$ cat config.mk
export PLATFORM = sky130hd
export DESIGN_NAME = projectile_flight
export DESIGN_NICKNAME = d
export VERILOG_FILES = /design/src/rtl/projectile_flight.sv
export SDC_FILE = /design/constraint.sdc
export NUM_CORES = 1
export LEC_CHECK = 0
export ABC_AREA = 1
export CAP_MARGIN = 20
export CORE_ASPECT_RATIO = 0.6
export CORE_UTILIZATION = 45
export CTS_CLUSTER_DIAMETER = 120
export DETAILED_ROUTE_END_ITERATION = 12
export PLACE_DENSITY = 0.77
export SLEW_MARGIN = 20
export SYNTH_ARGS = -nofsm -noshare
export SYNTH_HDL_FRONTEND = slang
export SYNTH_SLANG_ARGS = --single-unit
$ cat constraint.sdc
create_clock -name clk40MHz -period 5.2 [get_ports clk40MHz]
set_input_delay 1.04 -clock clk40MHz [delete_from_list [all_inputs] [get_ports clk40MHz]]
set_output_delay 1.04 -clock clk40MHz [all_outputs]
set_load 0.01 [all_outputs]
$ cat src/rtl/projectile_flight.sv
// projectile_flight: consumer side of the throw handshake. Latches launch power on throw_flag,
// steps a gravity ballistic path on a fixed tick and reports the outcome with end_throw/hit.
module projectile_flight #(
    parameter int unsigned TICK_CYCLES = 666667,
    parameter int unsigned GRAVITY     = 1,
    parameter int unsigned P0_X        = 100,
    parameter int unsigned P1_X        = 700,
    parameter int unsigned START_Y     = 400,
    parameter int unsigned GROUND_Y    = 500,
    parameter int unsigned SCREEN_W    = 800,
    parameter int unsigned TARGET_W    = 48,
    parameter int unsigned TARGET_H    = 48
) (
    input  logic        clk40MHz,
    input  logic        rst,
    input  logic        throw_flag,
    input  logic [4:0]  power,
    input  logic        current_player,
    input  logic [11:0] target_x,
    input  logic [11:0] target_y,
    output logic        end_throw,
    output logic        hit,
    output logic [11:0] proj_x,
    output logic [11:0] proj_y,
    output logic        proj_active
);

    localparam int unsigned CNT_W = (TICK_CYCLES > 1) ? $clog2(TICK_CYCLES) : 1;
    localparam logic [CNT_W-1:0] TICK_LAST = CNT_W'(TICK_CYCLES - 1);
    localparam logic signed [12:0] GROUND_S = 13'(GROUND_Y);
    localparam logic signed [12:0] X_MAX_S  = 13'(SCREEN_W - 1);
    localparam logic [11:0] X_MAX_U        = 12'(SCREEN_W - 1);
    localparam logic signed [13:0] TW_S     = 14'(TARGET_W);
    localparam logic signed [13:0] TH_S     = 14'(TARGET_H);
    localparam logic signed [8:0] GRAV_S    = 9'(GRAVITY);
    localparam logic signed [8:0] VY_MIN    = -9'sd127;

    typedef enum logic [2:0] {StIdle, StLaunch, StFly, StDone, StRelease} state_e;

    state_e state_q, state_d;

    logic              dir_q;
    logic [4:0]        vx_q;
    logic signed [7:0] vy_q;
    logic [11:0]       proj_x_q, proj_y_q;
    logic              active_q;
    logic              hit_r_q;
    logic [CNT_W-1:0]  tick_q;

    logic              tick_last;
    logic signed [12:0] x_n, y_n;
    logic signed [13:0] x_w, y_w, tx_lo, tx_hi, ty_lo, ty_hi;
    logic signed [8:0] vy_dec;
    logic signed [7:0] vy_next;
    logic              in_box, off_left, off_right;
    logic              term_hit, term_ground, term_edge, terminate;
    logic [11:0]       x_clamp, x_store, y_store;

    assign tick_last = (tick_q == TICK_LAST);

    // Candidate position for the next tick and its termination class (hit > ground > edge).
    always_comb begin
        x_n = dir_q ? ($signed({1'b0, proj_x_q}) - $signed({8'b0, vx_q}))
                    : ($signed({1'b0, proj_x_q}) + $signed({8'b0, vx_q}));
        y_n = $signed({1'b0, proj_y_q}) - $signed({{5{vy_q[7]}}, vy_q});

        vy_dec  = $signed({vy_q[7], vy_q}) - GRAV_S;
        vy_next = (vy_dec < VY_MIN) ? -8'sd127 : $signed(vy_dec[7:0]);

        x_w   = $signed({x_n[12], x_n});
        y_w   = $signed({y_n[12], y_n});
        tx_lo = $signed({2'b00, target_x});
        ty_lo = $signed({2'b00, target_y});
        tx_hi = tx_lo + TW_S;
        ty_hi = ty_lo + TH_S;

        in_box    = (x_w >= tx_lo) && (x_w < tx_hi) && (y_w >= ty_lo) && (y_w < ty_hi);
        off_left  = (x_n < 13'sd0);
        off_right = (x_n > X_MAX_S);

        if (off_left) begin
            x_clamp = 12'd0;
        end else if (off_right) begin
            x_clamp = X_MAX_U;
        end else begin
            x_clamp = x_n[11:0];
        end

        term_hit    = in_box;
        term_ground = !in_box && (y_n >= GROUND_S);
        term_edge   = !in_box && !term_ground && (off_left || off_right);
        terminate   = term_hit || term_ground || term_edge;

        x_store = x_n[11:0];
        y_store = y_n[11:0];
        if (term_ground) begin
            x_store = x_clamp;
            y_store = 12'(GROUND_Y);
        end else if (term_edge) begin
            x_store = x_clamp;
        end
    end

    always_ff @(posedge clk40MHz) begin
        if (rst) begin
            state_q <= StIdle;
        end else begin
            state_q <= state_d;
        end
    end

    always_comb begin
        state_d = state_q;
        unique case (state_q)
            StIdle:    if (throw_flag) state_d = StLaunch;
            StLaunch:  state_d = StFly;
            StFly: begin
                if (!throw_flag) begin
                    state_d = StIdle;
                end else if (tick_last && terminate) begin
                    state_d = StDone;
                end
            end
            StDone:    state_d = StRelease;
            // Hold here until the thrower drops the flag so a stale level cannot relaunch.
            StRelease: if (!throw_flag) state_d = StIdle;
            default:   state_d = StIdle;
        endcase
    end

    always_comb begin
        end_throw = (state_q == StDone);
        hit       = (state_q == StDone) && hit_r_q;
    end

    always_ff @(posedge clk40MHz) begin
        if (rst) begin
            dir_q    <= 1'b0;
            vx_q     <= 5'd0;
            vy_q     <= 8'sd0;
            proj_x_q <= 12'd0;
            proj_y_q <= 12'd0;
            active_q <= 1'b0;
            hit_r_q  <= 1'b0;
            tick_q   <= '0;
        end else begin
            case (state_q)
                StLaunch: begin
                    dir_q    <= current_player;
                    vx_q     <= power;
                    vy_q     <= $signed({3'b000, power});
                    proj_x_q <= current_player ? 12'(P1_X) : 12'(P0_X);
                    proj_y_q <= 12'(START_Y);
                    active_q <= 1'b1;
                    hit_r_q  <= 1'b0;
                    tick_q   <= '0;
                end
                StFly: begin
                    if (!throw_flag) begin
                        active_q <= 1'b0;
                        tick_q   <= '0;
                    end else if (tick_last) begin
                        tick_q   <= '0;
                        vy_q     <= vy_next;
                        proj_x_q <= x_store;
                        proj_y_q <= y_store;
                        hit_r_q  <= term_hit;
                    end else begin
                        tick_q <= tick_q + 1'b1;
                    end
                end
                StRelease: begin
                    if (!throw_flag) begin
                        active_q <= 1'b0;
                        hit_r_q  <= 1'b0;
                    end
                end
                default: ;
            endcase
        end
    end

    assign proj_x      = proj_x_q;
    assign proj_y      = proj_y_q;
    assign proj_active = active_q;

endmodule

Word-level counts from Yosys, hierarchy flattened
Index checks and enable logic that the tools add are counted.
{"block": "classes", "magnitude_cmp": 8, "multipliers": 0, "bitwise_logic": 0, "reduce_logical": 22, "n_mux": 30, "div": 0, "n_shift": 0, "addsub": 7, "n_eq_ne": 11}
{"cell": "two-way mux 12 bit", "count": 9}
{"cell": "case mux 12 bit (2 select lines)", "count": 2}
{"cell": "two-way mux 20 bit", "count": 2}
{"cell": "case mux 20 bit (2 select lines)", "count": 1}
{"cell": "< comparator 13 x 14 -> 1 bit", "count": 2}
{"cell": "adder 12 x 6 -> 13 bit (second input constant)", "count": 2}
{"cell": ">= comparator 13 bit", "count": 2}
{"cell": "two-way mux 8 bit", "count": 3}
{"cell": "adder 20 x 1 -> 20 bit (second input constant)", "count": 1}
{"cell": "equality test 20 bit (second input constant)", "count": 1}
{"cell": "case mux 8 bit (2 select lines)", "count": 1}
{"cell": "case mux 3 bit (5 select lines)", "count": 1}
{"cell": "adder 12 x 5 -> 13 bit", "count": 1}
{"cell": ">= comparator 13 x 10 -> 1 bit (second input constant)", "count": 1}
{"cell": "> comparator 13 x 11 -> 1 bit (second input constant)", "count": 1}
{"cell": "< comparator 13 x 1 -> 1 bit (second input constant)", "count": 1}
{"cell": "two-way mux 13 bit", "count": 1}
{"cell": "subtractor 12 x 5 -> 13 bit", "count": 1}
{"cell": "subtractor 13 x 8 -> 13 bit", "count": 1}
{"cell": "two-way mux 3 bit", "count": 4}
{"cell": "two-way mux 10 bit", "count": 1}
{"cell": "!= test 2 bit (second input constant)", "count": 5}
{"cell": "< comparator 9 x 8 -> 1 bit (second input constant)", "count": 1}
{"cell": "subtractor 8 x 2 -> 9 bit (second input constant)", "count": 1}
{"cell": "17 further kinds", "count": 32}
{"block": "totals", "regBits": 63, "mem_bits_ro": 0, "n_memories": 0, "mem_bits_rw": 0, "word_cells": 87, "output_inout_bits": 27, "latchBits": 0}

Depth between registers and ports, before layout
{"block": "logic_depth", "depth_word": 16, "mapped_depth": 36, "mapped_depth_nobuf": 36}

Worst setup path after synthesis
OpenSTA, ideal clock, no wires.
{"block": "synth_timing", "path_type": "register -> register", "start": "register vx_q[0]", "end": "register proj_y_q[10] (netlist: proj_y[10])", "required_ps": 5130, "setup_ps": 70, "period_less_slack_ps": 3476, "arrival_time_ps": 3406, "setup_slack_ps": 1724, "stages_incl_launch_ff": 35, "cell_sequence": "dfxtp_1 inv_1 ha_1 inv_1 nor2_1 inv_1 nor2_1 ha_1 o21ai_0 ha_1 nand2_1 inv_1 nand2_1 nand2_1 nand2_1 nand2_1 nand2_1 nand2_1 ha_1 nand2_1 nor2_1 nand2_1 nand2_1 nor2_1 nand2_1 nand2_1 nand2_1 nand2_1 nand2_1 nand2_1 nor2_4 nand2_4 a21oi_4 nand2_1 a21oi_1"}
{"block": "synth_via", "elab_chain_len": 12, "elab_cells_between_ends": 14, "cone_classes": "add/sub: 2; order compare: 2; mux: 5; reduce/logical: 5"}
{"element": "from (decl)", "line_no": "43", "rtl": "logic [4:0] vx_q;"}
{"element": "from (signal assigned)", "line_no": "150", "rtl": "vx_q <= power;"}
{"element": "adder 12 x 5 -> 13 bit / subtractor 12 x 5 -> 13 bit (equally long branches)", "line_no": "64, 63"}
{"element": "two-way mux 13 bit *", "line_no": "63", "rtl": "x_n = dir_q ? ($signed({1'b0, proj_x_q}) - $signed({8'b0, vx_q}))"}
{"element": "< comparator 13 x 14 -> 1 bit / >= comparator 13 bit (equally long branches)", "line_no": "77", "rtl": "in_box = (x_w >= tx_lo) && (x_w < tx_hi) && (y_w >= ty_lo) && (y_w < ty_hi);"}
{"element": "logical AND 1 bit * (3 in a row)", "line_no": "77"}
{"element": "zero test 1 bit *", "line_no": "90", "rtl": "term_ground = !in_box && (y_n >= GROUND_S);"}
{"element": "logical AND 1 bit *", "line_no": "90"}
{"element": "two-way mux 12 bit *", "line_no": "96", "rtl": "if (term_ground) begin"}
{"element": "two-way mux 12 bit *", "line_no": "162", "rtl": "end else if (tick_last) begin"}
{"element": "two-way mux 12 bit *", "line_no": "159", "rtl": "if (!throw_flag) begin"}
{"element": "case mux 12 bit (2 select lines) *", "line_no": "147", "rtl": "case (state_q)"}
{"element": "to (signal assigned)", "line_no": "153", "rtl": "proj_y_q <= 12'(START_Y);"}
{"element": "to (signal assigned)", "line_no": "166", "rtl": "proj_y_q <= y_store;"}
{"element": "to (decl)", "line_no": "45", "rtl": "logic [11:0] proj_x_q, proj_y_q;"}
Mark *: on every way between the ends. The rest lies on a longest branch, timed or not. The select of a mux whose other input is x is not followed.
A chain may end at the register's enable or synchronous reset.

Worst setup path after layout
Ends and elaborated chain as after synthesis.

==> reports/results.ini <==
[run_status]
outcome=finished, final reports clean

[placement]
port-buffer-count=59
preCtsSetupSlack_ns=1.12
globalplace.congestion=0.934
dp_cells=1107
placed_area_um2=6540
hpwl_um=12400

[timing]
hold_viol_final=0
worstMarginPinSlew_ns=0.922
finalCriticalPeriod_ns=4.16
setup_viol=0
hold_ws_ns=0.471
fin_crit_sh_pct=80.1
final-max-slew-violation-count=0
setup_tns_ns=0
clock_skew_ns=0.00815
rsz0062_at_grt=false
maxSlewHeadroom_pct=38.2
timing.final.ws_setup_ns=1.04
fmax_ghz=0.240

[pwr]
p_leak_nw=3.29
total_power_mw=3.54
ir_drop_uv=207
power_density_nw_per_um2=519

[worst_setup_path]
r2r_start=vx_q[0]
worstRegToRegCells=34
required_ns=5.46
path_class=reg -> reg
r2r_slack_ns=1.04
startpoint_type=flip-flop
critPathTopFamily=simple AND/OR/NAND/NOR gates
end_kind=flip-flop
cp_slowest_cell=ha_1
worstPathBufferInverterCount=4
slowest_delay_ns=0.35
crit_arrival_ns=4.42
crit_path_frequent_cell=nand2_1
cp_max_fo=8
r2r_end=proj_y[10]

[finish]
synthToLayoutAreaGrowth_pct=18.1
multi_input_area_um2=3830
stdcell_area_um2=6820
nFillCells=1177
regArea_um2=1260
final_layout_size_suffix_gt1_share_pct=6.48
fin_util_pct=55.4
fin_cells=1122
layout.nets=1058
num_antenna_cells=0

[synth]
synthTopCellsByCount=214 x nand2_1, 157 x inv_1, 84 x a21oi_1, 70 x ha_1, 63 x dfxtp_1
yosysTopAreaCell=dfxtp_1
synth.avg_cell_area_um2=6.46
syn_inst=893
ys_ff_latch=63
yosysWarnings=0
synth_nets=998
synth_area_leaders=dfxtp_1 22%, ha_1 15%, nand2_1 14%
yosysMostFrequentCell=nand2_1
ys_async_sr_fraction_pct=0
synth_top_area_share_pct=21.9
syn-cell-area_um2=5770
yosysSeqAreaShare_pct=21.9
synth-main-ff-cell=dfxtp_1
synth_cell_types=44
synth_edf_count=0

[hold_path]
whs_path_depth=2
hold_path.class=reg -> reg
hold_end=hit_r_q
min_from=hit_r_q

[clock_tree]
cts_buffers=9
postCtsSetupBuffers=0
clock_path_buffers=2
clock-sinks=63
cts_tree=done
hold_buffers=0
cts_resized=0
root_buffer=clkbuf_16
clkLatencyLatePin_ns=0.33
clkTransAtPathRegs_ns=0.06
ctsHtreeMaxLevel=3

[flow_run]
max_cap_viol_count=0

[detailed_routing]
drcViolationCount=0
drtPass1Iterations=5
drt_iter0_markers=462
drt-wirelength-per-cell_um=14.0
viasPerCell=5.15
wl_um=15700
final_antenna_net_count=0
vias=5774

[die]
die_h_um=89.7
io-pin-count=60
die_w_um=148
std_cell_rows=31
initial_core_util_pct=46.9
coreArea_um2=12300
die_area_um2=13300

[grt]
gr-total-overflow=0
met2_usage_pct=30.9
gr-max-usage-layer=met1
grtUsageTotal_pct=24.0
grt_use_met3_pct=4.72
grt_max_degree=25
grt_pass1_vias=5127
grt_pass1_wl_um=25600
antenna_found_initial=0
use_met1_pct=39.5

==> worst max path at each step <==
stage          startpoint         end  slack, ns  cells past startpoint
2_1_floorplan     vx_q[0]  proj_y[10]       1.72                     34
3_3_place_gp      vx_q[0]  proj_y[11]       1.19                     34
3_5_place_dp      vx_q[0]   proj_y[3]       1.12                     34
4_1_cts           vx_q[0]  proj_y[11]       1.09                     34
5_1_grt           vx_q[0]   proj_y[1]       0.63                     34
6_report          vx_q[0]  proj_y[10]       1.04                     34
==> routing by layer <==
| metal | vias up | share of wire, % |
|---|---|---|
| met1 | 2519 | 54 |
| met5 | - | 0 |
| met4 | 0 | 0.54 |
| met3 | 10 | 9.4 |
| met2 | 238 | 36 |
| li1 | 3007 | - |
==> cells by family after synthesis <==
logic type,share of synthesized area [%]
adders and majority gates,15.9
DFF,21.9
and+or+nand+nor,31.5
xor gates and xnor gates,5.16
buffers and inverters,11.9
AOI/OAI and AO/OA,13.7
==> registers in the layout, indices dropped and copies added, names as in the netlist <==
name	cells
proj_y	12
state_q	3
hit_r_q	1
proj_active	1
vx_q	5
dir_q	1
vy_q	8
tick_q	20
proj_x	12
==> report_power, final <==
part           internal (mW)  leakage (nW)  switching [mW]
logic                  0.821          2.64            1.56
registers              0.530         0.512          0.0461
clock network          0.365         0.142           0.211
total                   1.72          3.29            1.82
==> area by class of cell <==
type                            count  area share [%]
Multi-Input combinational cell    649            56.1
Clock buffer                       10            3.36
Clock inverter                      5           0.734
Sequential cell                    63            18.5
Inverter                          168            9.25
Timing Repair Buffer               62            8.99
Tap cell                          165            3.03
==> tightest hold or removal path, delay by kind of cell (launching register included) <==
family          cells  cell delay [ns]
flops               1             0.30
simple gates        1             0.06
compound gates      1             0.06
==> layout by cell type (no fill, tap or decap), types with 3 or more instances in the layout <==
master           instances
nor3b_1                  4
ha_1                    70
inv_1                  157
o21bai_1                 5
clkbuf_16                9
inv_2                   10
nand2_2                  6
nand2_1                214
dfxtp_1                 63
o21ai_0                 36
a31oi_1                  3
o211ai_1                 5
nor3_1                  20
nor2_2                   3
nand4_1                 15
nor4_1                   4
a21oi_2                  3
nor2_4                   4
buf_4                    3
xor2_1                  32
nand3_2                  4
clkdlybuf4s50_1         59
clkinv_2                 4
nand3_1                 54
a21oi_1                 84
nor3_2                   7
nor2_1                  55
Power figures use the tool's default switching activity.
